[src/rtl/a2d_arbiter.sv]
// ---------------------------------------------------------------------------
// a2d_arbiter
//
// Purpose
//   Lets NUM_REQ requesters share the single A2D_intf conversion path, for
//   example a slider scanner, a battery monitor and a test hook. Grants go
//   out round-robin. Each grant issues exactly one strt_cnv pulse. The
//   12-bit result then goes back to the granted requester with a one-cycle
//   done pulse. This block is the only driver of strt_cnv and chnnl.
//
// Handshake
//   A requester holds req[i] as a level. It is granted when gnt[i] rises.
//   Its result is valid in res while done[i] is high for one cycle. Toward
//   A2D_intf, strt_cnv is a one-cycle command. cnv_cmplt is a one-cycle
//   response qualifying a2d_res. Any cnv_cmplt seen outside WAIT is dropped.
//
// Optional feature (macro ARB_TIMEOUT_EN)
//   When defined, WAIT aborts after TIMEOUT_CYC cycles without cnv_cmplt.
//   The abort returns res = 12'hFFF and pulses done[w] together with
//   timeout_err. A cnv_cmplt on the limit cycle takes priority over the
//   abort. When undefined, WAIT waits forever and timeout_err stays 0.
//
// Ports
//   clk          in   system clock
//   rst_n        in   synchronous active-low reset
//   req          in   [NUM_REQ]    per-requester request level
//   req_chnnl    in   [3*NUM_REQ]  channel of requester i at [3i+2:3i]
//   gnt          out  [NUM_REQ]    one-hot grant, START through WAIT
//   done         out  [NUM_REQ]    one-cycle completion pulse, res valid
//   res          out  [12]         last result, held until next done
//   busy         out  high in START or WAIT
//   timeout_err  out  one-cycle pulse on WAIT abort
//   strt_cnv     out  one-cycle start pulse to A2D_intf
//   chnnl        out  [3]          latched channel to A2D_intf
//   cnv_cmplt    in   conversion complete from A2D_intf
//   a2d_res      in   [12]         result from A2D_intf
//
// The FSM state is held in the internal signal 'state' (type state_t) so
// that checkers can bind to it.
// ---------------------------------------------------------------------------
module a2d_arbiter #(
    parameter int NUM_REQ     = 4,
    parameter int TIMEOUT_CYC = 4096
) (
    input  logic                   clk,
    input  logic                   rst_n,
    input  logic [NUM_REQ-1:0]     req,
    input  logic [3*NUM_REQ-1:0]   req_chnnl,
    output logic [NUM_REQ-1:0]     gnt,
    output logic [NUM_REQ-1:0]     done,
    output logic [11:0]            res,
    output logic                   busy,
    output logic                   timeout_err,
    output logic                   strt_cnv,
    output logic [2:0]             chnnl,
    input  logic                   cnv_cmplt,
    input  logic [11:0]            a2d_res
);

    localparam int PTR_W = (NUM_REQ > 1) ? $clog2(NUM_REQ) : 1;

    typedef enum logic [1:0] {
        IDLE  = 2'd0,
        START = 2'd1,
        WAIT  = 2'd2
    } state_t;

    state_t             state, state_d;
    logic [PTR_W-1:0]   ptr, ptr_d;      // round-robin search start
    logic [PTR_W-1:0]   cur, cur_d;      // index of the current grant
    logic [PTR_W-1:0]   ptr_next;        // ptr value after current grant
    logic [PTR_W-1:0]   win;             // round-robin winner this cycle
    logic [PTR_W-1:0]   idx;
    logic               found;
    int                 sum;

    logic [NUM_REQ-1:0] gnt_d, done_d;
    logic [11:0]        res_d;
    logic               busy_d, strt_d, to_d;
    logic [2:0]         chnnl_d;

`ifdef ARB_TIMEOUT_EN
    localparam int CNT_W = $clog2(TIMEOUT_CYC + 1);
    logic [CNT_W-1:0]   cnt, cnt_d;
`else
    // TIMEOUT_CYC has no function when the abort counter is not built.
    logic               unused_timeout;
    assign unused_timeout = ^TIMEOUT_CYC;
`endif

    // Round-robin winner: first set req bit at or above ptr, wrapping.
    always_comb begin
        found = 1'b0;
        win   = '0;
        sum   = 0;
        idx   = '0;
        for (int k = 0; k < NUM_REQ; k++) begin
            sum = int'(ptr) + k;
            if (sum >= NUM_REQ) sum = sum - NUM_REQ;
            idx = PTR_W'(sum);
            if (!found && req[idx]) begin
                found = 1'b1;
                win   = idx;
            end
        end
    end

    assign ptr_next = (cur == PTR_W'(NUM_REQ - 1)) ? '0 : cur + 1'b1;

    // Next-state and next-output logic. Every output is registered below.
    always_comb begin
        state_d = state;
        ptr_d   = ptr;
        cur_d   = cur;
        gnt_d   = gnt;
        done_d  = '0;
        res_d   = res;
        busy_d  = busy;
        strt_d  = 1'b0;
        to_d    = 1'b0;
        chnnl_d = chnnl;
`ifdef ARB_TIMEOUT_EN
        cnt_d   = cnt;
`endif
        case (state)
            IDLE: begin
                if (found) begin
                    state_d = START;
                    cur_d   = win;
                    gnt_d   = NUM_REQ'(1) << win;
                    strt_d  = 1'b1;
                    busy_d  = 1'b1;
                    chnnl_d = req_chnnl[3*win +: 3];
                end
            end
            START: begin
                state_d = WAIT;
`ifdef ARB_TIMEOUT_EN
                cnt_d   = '0;
`endif
            end
            WAIT: begin
                // gnt already holds the one-hot of cur, so it doubles as done.
                if (cnv_cmplt) begin
                    state_d = IDLE;
                    res_d   = a2d_res;
                    done_d  = gnt;
                    gnt_d   = '0;
                    busy_d  = 1'b0;
                    ptr_d   = ptr_next;
                end
`ifdef ARB_TIMEOUT_EN
                else if (cnt == CNT_W'(TIMEOUT_CYC - 1)) begin
                    state_d = IDLE;
                    res_d   = 12'hFFF;
                    done_d  = gnt;
                    to_d    = 1'b1;
                    gnt_d   = '0;
                    busy_d  = 1'b0;
                    ptr_d   = ptr_next;
                end else begin
                    cnt_d   = cnt + 1'b1;
                end
`endif
            end
            default: begin
                state_d = IDLE;
            end
        endcase
    end

    always_ff @(posedge clk) begin
        if (!rst_n) begin
            state       <= IDLE;
            ptr         <= '0;
            cur         <= '0;
            gnt         <= '0;
            done        <= '0;
            res         <= '0;
            busy        <= 1'b0;
            timeout_err <= 1'b0;
            strt_cnv    <= 1'b0;
            chnnl       <= '0;
`ifdef ARB_TIMEOUT_EN
            cnt         <= '0;
`endif
        end else begin
            state       <= state_d;
            ptr         <= ptr_d;
            cur         <= cur_d;
            gnt         <= gnt_d;
            done        <= done_d;
            res         <= res_d;
            busy        <= busy_d;
            timeout_err <= to_d;
            strt_cnv    <= strt_d;
            chnnl       <= chnnl_d;
`ifdef ARB_TIMEOUT_EN
            cnt         <= cnt_d;
`endif
        end
    end

endmodule

[config.mk]
export PLATFORM = sky130hd
export DESIGN_NAME = a2d_arbiter
export DESIGN_NICKNAME = d
export VERILOG_FILES = /design/src/rtl/a2d_arbiter.sv
export SDC_FILE = /design/constraint.sdc
export NUM_CORES = 1
export LEC_CHECK = 0
export CORE_ASPECT_RATIO = 1.5
export CORE_UTILIZATION = 41
export DETAILED_ROUTE_END_ITERATION = 16
export PLACE_DENSITY_LB_ADDON = 0.05
export SLEW_MARGIN = 20
export SYNTH_ARGS = -nofsm -noshare
export SYNTH_HDL_FRONTEND = slang
export SYNTH_SLANG_ARGS = --single-unit
export TNS_END_PERCENT = 1
[constraint.sdc]
create_clock -name clk -period 1.9 [get_ports clk]
set_input_delay 0.38 -clock clk [delete_from_list [all_inputs] [get_ports clk]]
set_output_delay 0.38 -clock clk [all_outputs]
set_load 0.02 [all_outputs]
Word level (Yosys, flattened, before mapping)
Index checks and enable logic that the tools add are counted.
Storage, ports and cells
  register bits after elaboration: 31
  bits of input ports: 31
  logic and storage cells: 78
Operators by class
  $add $sub $neg: 8
  $mul: 1
  order comparisons: 8
  equality and inequality tests: 5
  shift operators: 2
  muxes and demuxes: 31
  reductions and logical operators: 14
Operators by type and width (count)
  two-way mux 2 bit: 11
  less-than comparator 2 x 3 -> 1 bit, second input constant: 4
  indexed part select 12 x 5 -> 3 bit: 1
  two-way mux 1 bit: 11
  >= comparator 3 bit, second input constant: 3
  binary-select mux 1 bit (select 2 bit): 4
  two-way mux 4 bit: 2
  one-hot mux 4 bit (2 select lines): 1
  AND reduction 2 bit: 4
  subtractor 2 x 1 -> 2 bit, second input constant: 4
  adder 2 x 2 -> 3 bit, second input constant: 2
  one-hot mux 2 bit (3 select lines): 1
  AND reduction 3 bit: 2
  == test 2 bit, second input constant: 2
  multiplier 2 x 2 -> 4 bit, first input constant: 1
  != test 2 bit, second input constant: 2
  << shifter 1 x 2 -> 4 bit, first input constant: 1
  adder 2 x 1 -> 3 bit, second input constant: 1
  >= comparator 2 x 3 -> 1 bit, second input constant: 1
  logical AND 1 bit: 3
  logical NOT 1 bit: 3
  adder 2 x 1 -> 2 bit, second input constant: 1
  == test 2 x 1 -> 1 bit, second input constant: 1
  logical NOT 2 bit: 1
  2 further kinds: 2

Logic depth before layout (Yosys ltp)
  depth in word-level cells: 17
  gate-level depth with buffers: 6
  depth with buffers taken out: 5

Worst setup path before layout
OpenSTA, ideal clock, no wires.
  path type: input port to flip-flop
  start point: in req[0]
  end point: reg gnt[3]
  library setup time: 0.059 ns
  arrival: 1.297 ns
  path slack: 0.543 ns
  cell stages on the path: 5
  buffers on the path: 0
  cells stage by stage: a21oi_1 -> nor3_1 -> or3_1 -> o31ai_1 -> and2_1
On the way
  cells in the longest elaborated chain, start to end: 15
  elaborated cells on any way between the ends: 27
RTL lines
  from (decl): line 47  | input logic [NUM_REQ-1:0] req,
  binary-select mux 1 bit (select 2 bit): line 101  | if (!found && req[idx]) begin
  two-way mux 1 bit (implied by the code): line 101
  two-way mux 1 bit: line 101
  logical NOT 1 bit: line 101
  logical AND 1 bit: line 101
  two-way mux 1 bit: line 101
  logical NOT 1 bit: line 101
  logical AND 1 bit: line 101
  two-way mux 1 bit: line 101
  logical NOT 1 bit: line 101
  logical AND 1 bit: line 101
  two-way mux 2 bit: line 101
  << shifter 1 x 2 -> 4 bit: line 130  | gnt_d = NUM_REQ'(1) << win;
  two-way mux 4 bit: line 127  | if (found) begin
  one-hot mux 4 bit (2 select lines): line 125  | case (state)
  to (signal assigned): line 191  | gnt <= gnt_d;
  to (decl): line 49  | output logic [NUM_REQ-1:0] gnt,
Parallel ways exist; a longest one is shown, timed or not. The select of a mux whose other input is x is not followed.
A chain may end at the register's enable or synchronous reset.

Worst setup path in the final report
  start point: in req[3]
  end point: reg chnnl[0]
On the way
  cells in the longest elaborated chain, start to end: 14
  elaborated cells on any way between the ends: 25
RTL lines
  binary-select mux 1 bit (select 2 bit): line 101
  two-way mux 1 bit (implied by the code): line 101
  two-way mux 1 bit: line 101
  logical NOT 1 bit: line 101
  logical AND 1 bit: line 101
  two-way mux 1 bit: line 101
  logical NOT 1 bit: line 101
  logical AND 1 bit: line 101
  two-way mux 1 bit: line 101
  logical NOT 1 bit: line 101
  logical AND 1 bit: line 101
  two-way mux 2 bit: line 101
  multiplier 2 x 2 -> 4 bit: line 133  | chnnl_d = req_chnnl[3*win +: 3];
  indexed part select 12 x 5 -> 3 bit: line 133
  to (signal assigned): line 197  | chnnl <= chnnl_d;
  to (decl): line 55  | output logic [2:0] chnnl,
Parallel ways exist; a longest one is shown, timed or not. The select of a mux whose other input is x is not followed.

==> results.md <==
* Status: finished, final reports clean
* Clock root buffer master: clkbuf_8
* CTS Buf Count at 5
* Post-CTS setup buffer count at 0
* Via count at between 1k and 1.5k
* Met3 usage at 6.12%
* CP max stage delay at roughly 0.54 ns
* Placer's final routability congestion estimate at approximately 0.73
* Detailed Route WL at slightly above 3000 um
* GR Layer Usage met2 at a little over a third
* DR vias/cell at 4.95
* Chip Width at roughly 48 um
* Num Clock Sinks at 31
* Startpoint Class: primary input
* Worst-Skew Late Latency at between 0.2 and 0.3 ns
* M1 GR Usage at 20.4%
* CTS H-Tree Depth at 2
* Unrepaired setup endpoints after global routing: false
* Vias in the first global route at about 1.2k
* Largest net degree at the start of global routing at 18
* Most frequent cells in the layout: clkdlybuf4s50_1 (55), nand2_1 (32), dfxtp_1 (31)
* Area after DPL at around 0.0019 mm^2
* Final Hold Fails at 0
* Hold Crit Class: reg -> reg
* WL/cell at between 10 and 15 um
* Total gr overflow at 0
* Synth unique cells at 29
* Crit Path Class: in -> reg
* Residual DRC at 0
* Initial DRT Pass Iterations at 2
* Worst Setup End Kind: register
* Row Count at 24
* Maximum vdd ir drop at ~0.62 mV
* Clock tree buffer depth at 2
* Io pins at between 50 and 60
* Critical-path top delay cell: clkdlybuf4s50_1
* # nets final at between 200 and 250
* Pwr Total at around 1500 uW
* Core area at ~0.0029 mm^2
* Die span in y at 70.8 um
* Finished Layout Cells at ~250
* R2R setup slack at 0.37 ns
* Post-Syn Nets at about 180
* Global-route wire length before repair at 5010 um
* Antenna violations before repair at 0
* Clock slew at reported path FFs at approximately 0.060 ns
* #FFs+latches synth at 31
* Final Slew Violations at 0
* Antenna-violating nets left at 0
* Share of cells above drive strength 1 at 8.61%
* Layout Area Growth over Synthesis at 54.9%
* Final setup skew at around 0.0034 ns
* Tcrit/Tclk final at 93.8%
* Final setup viols at 0
* Diodes inserted at 0
* CTS tree: yes
* Yosys warnings at 0
* Initial core utilization at 44.0%
* Leak at ~0.0008 uW
* Hold Slack at roughly 0.46 ns
* Die ar. at 0.00339 mm^2
* P per Cell Area at about 760 mW/mm^2
* Post-Synthesis Cell Area at between 0.001 and 0.0015 mm^2
* GR peak layer: met2
* Mapped Cells at 146
* WP data arrival at between 1.5 and 2 ns
* FILL cells at 268
* Max_cap viols at 0
* Drt initial violations at 5
* Worst path cell trace: clkdlybuf4s50_1 > inv_1 > a221oi_1 > o22ai_1 > buf_4 > mux2i_1 > o221ai_1
* Design area at approximately 0.0020 mm^2
* GRT Overall Usage at 20.6%
* Seq/Total Area, Yosys at approximately 48%
* Critical Path RT at 2.05 ns
* Fmax at 561 MHz
* DP HPWL at 2400 um
* Placed cell count at around 240
* Syn avg cell area at roughly 9 um^2
* Post-route minimum period at ~1.8 ns
* Most common cell after layout, fill and taps aside: clkdlybuf4s50_1
* Crit path max fanout at 11
* Port Buf Inserts at between 50 and 60
==> state kept, by name, indices dropped and copies added, names as in the netlist <==
signal and cells:
ptr 2, strt_cnv 1, chnnl 3, busy 1, state 2, cur 2, res 12, done 4
gnt 4
==> cells in the mapped netlist <==
cell type   n  share of area, %
nand2b_1    1              0.48
o31ai_1     2               1.2
conb_1      1              0.29
nand2_1    32               9.3
inv_1       4               1.2
buf_6       2               1.7
o22ai_1     1              0.48
ha_1        1              0.97
buf_2       3               1.2
dfxtp_1    31                48
buf_4       1              0.58
a21oi_1     2              0.77
mux2i_1     7               5.4
and3_1      4               1.9
and2_1      5               2.4
clkbuf_1    3              0.87
o21ai_0     1              0.39
nor2_1      3              0.87
and3b_1     1              0.68
nand3_1     9               3.5
nor3_1      4               1.5
o21a_1      1              0.58
or3_1       2              0.97
a221oi_1    2               1.4
nor4_1      1              0.48
nand3b_1    1              0.58
o221ai_1    3               2.0
a21boi_0   17               9.9
nor2b_1     1              0.48
==> cell type report <==
cell class | count | area (um^2) | share of cell area, %
Timing Repair Buffer | 65 | 626 | 31.2
Sequential cell | 31 | 621 | 31.0
Multi-Input combinational cell | 102 | 607 | 30.3
Clock buffer | 6 | 82.6 | 4.12
Tap cell | 39 | 48.8 | 2.43
Inverter | 4 | 15.0 | 0.749
Clock inverter | 1 | 5.00 | 0.250
==> kinds of logic after synthesis <==
family                   count (synthesis)  share of synthesized area (%)
multiplexers                             7                           5.42
other                                    1                          0.290
AO/OA/AOI/OAI                           29                           16.6
AND/OR/NAND/NOR                         64                           23.2
buffers and inverters                   13                           5.51
adder cells (fa/ha/maj)                  1                          0.967
flip-flops                              31                           48.0
==> critical path: cells and delay by family <==
family          cells  cell delay, ns
compound gates      3            0.54
buf+inv             3            0.81
mux                 1            0.20
==> where the power goes <==
group	internal [uW]	leakage [uW]	switching [uW]
Combinational	167	0.000482	136
Clock	283	0.0000470	227
Sequential	686	0.000253	23.0
Total	1140	0.000781	386
==> metal layers <==
layer	routed length, um	vias up
met5	0	-
met4	99	0
met3	163	10
met2	1660	51
met1	1180	541
li1	-	625
==> stage by stage <==
stage | worst slack [ns] | setup TNS [ns] | utilization [%]
global route | 0.0255 | 0 | 68.1
global placement | -0.0812 | -0.319 | 65.0
detailed placement | -0.176 | -0.754 | 65.0
finish | 0.118 | 0 | 68.1
CTS | 0.114 | 0 | 67.9
floorplan | 0.543 | 0 | -
==> repair_timing <==
item                       CTS  global route
resized for setup            0             1
hold buffers                 0             0
setup endpoints to repair    0             6
==> path summary, 6_finish.rpt <==
kind                from        to  cells past startpoint
setup reg to reg  ptr[1]  chnnl[0]                      6
hold reg to reg   res[8]    res[8]                      2
hold / removal    res[8]    res[8]                      2
setup / recovery  req[3]  chnnl[0]                      7
Power figures use the tool's default switching activity.
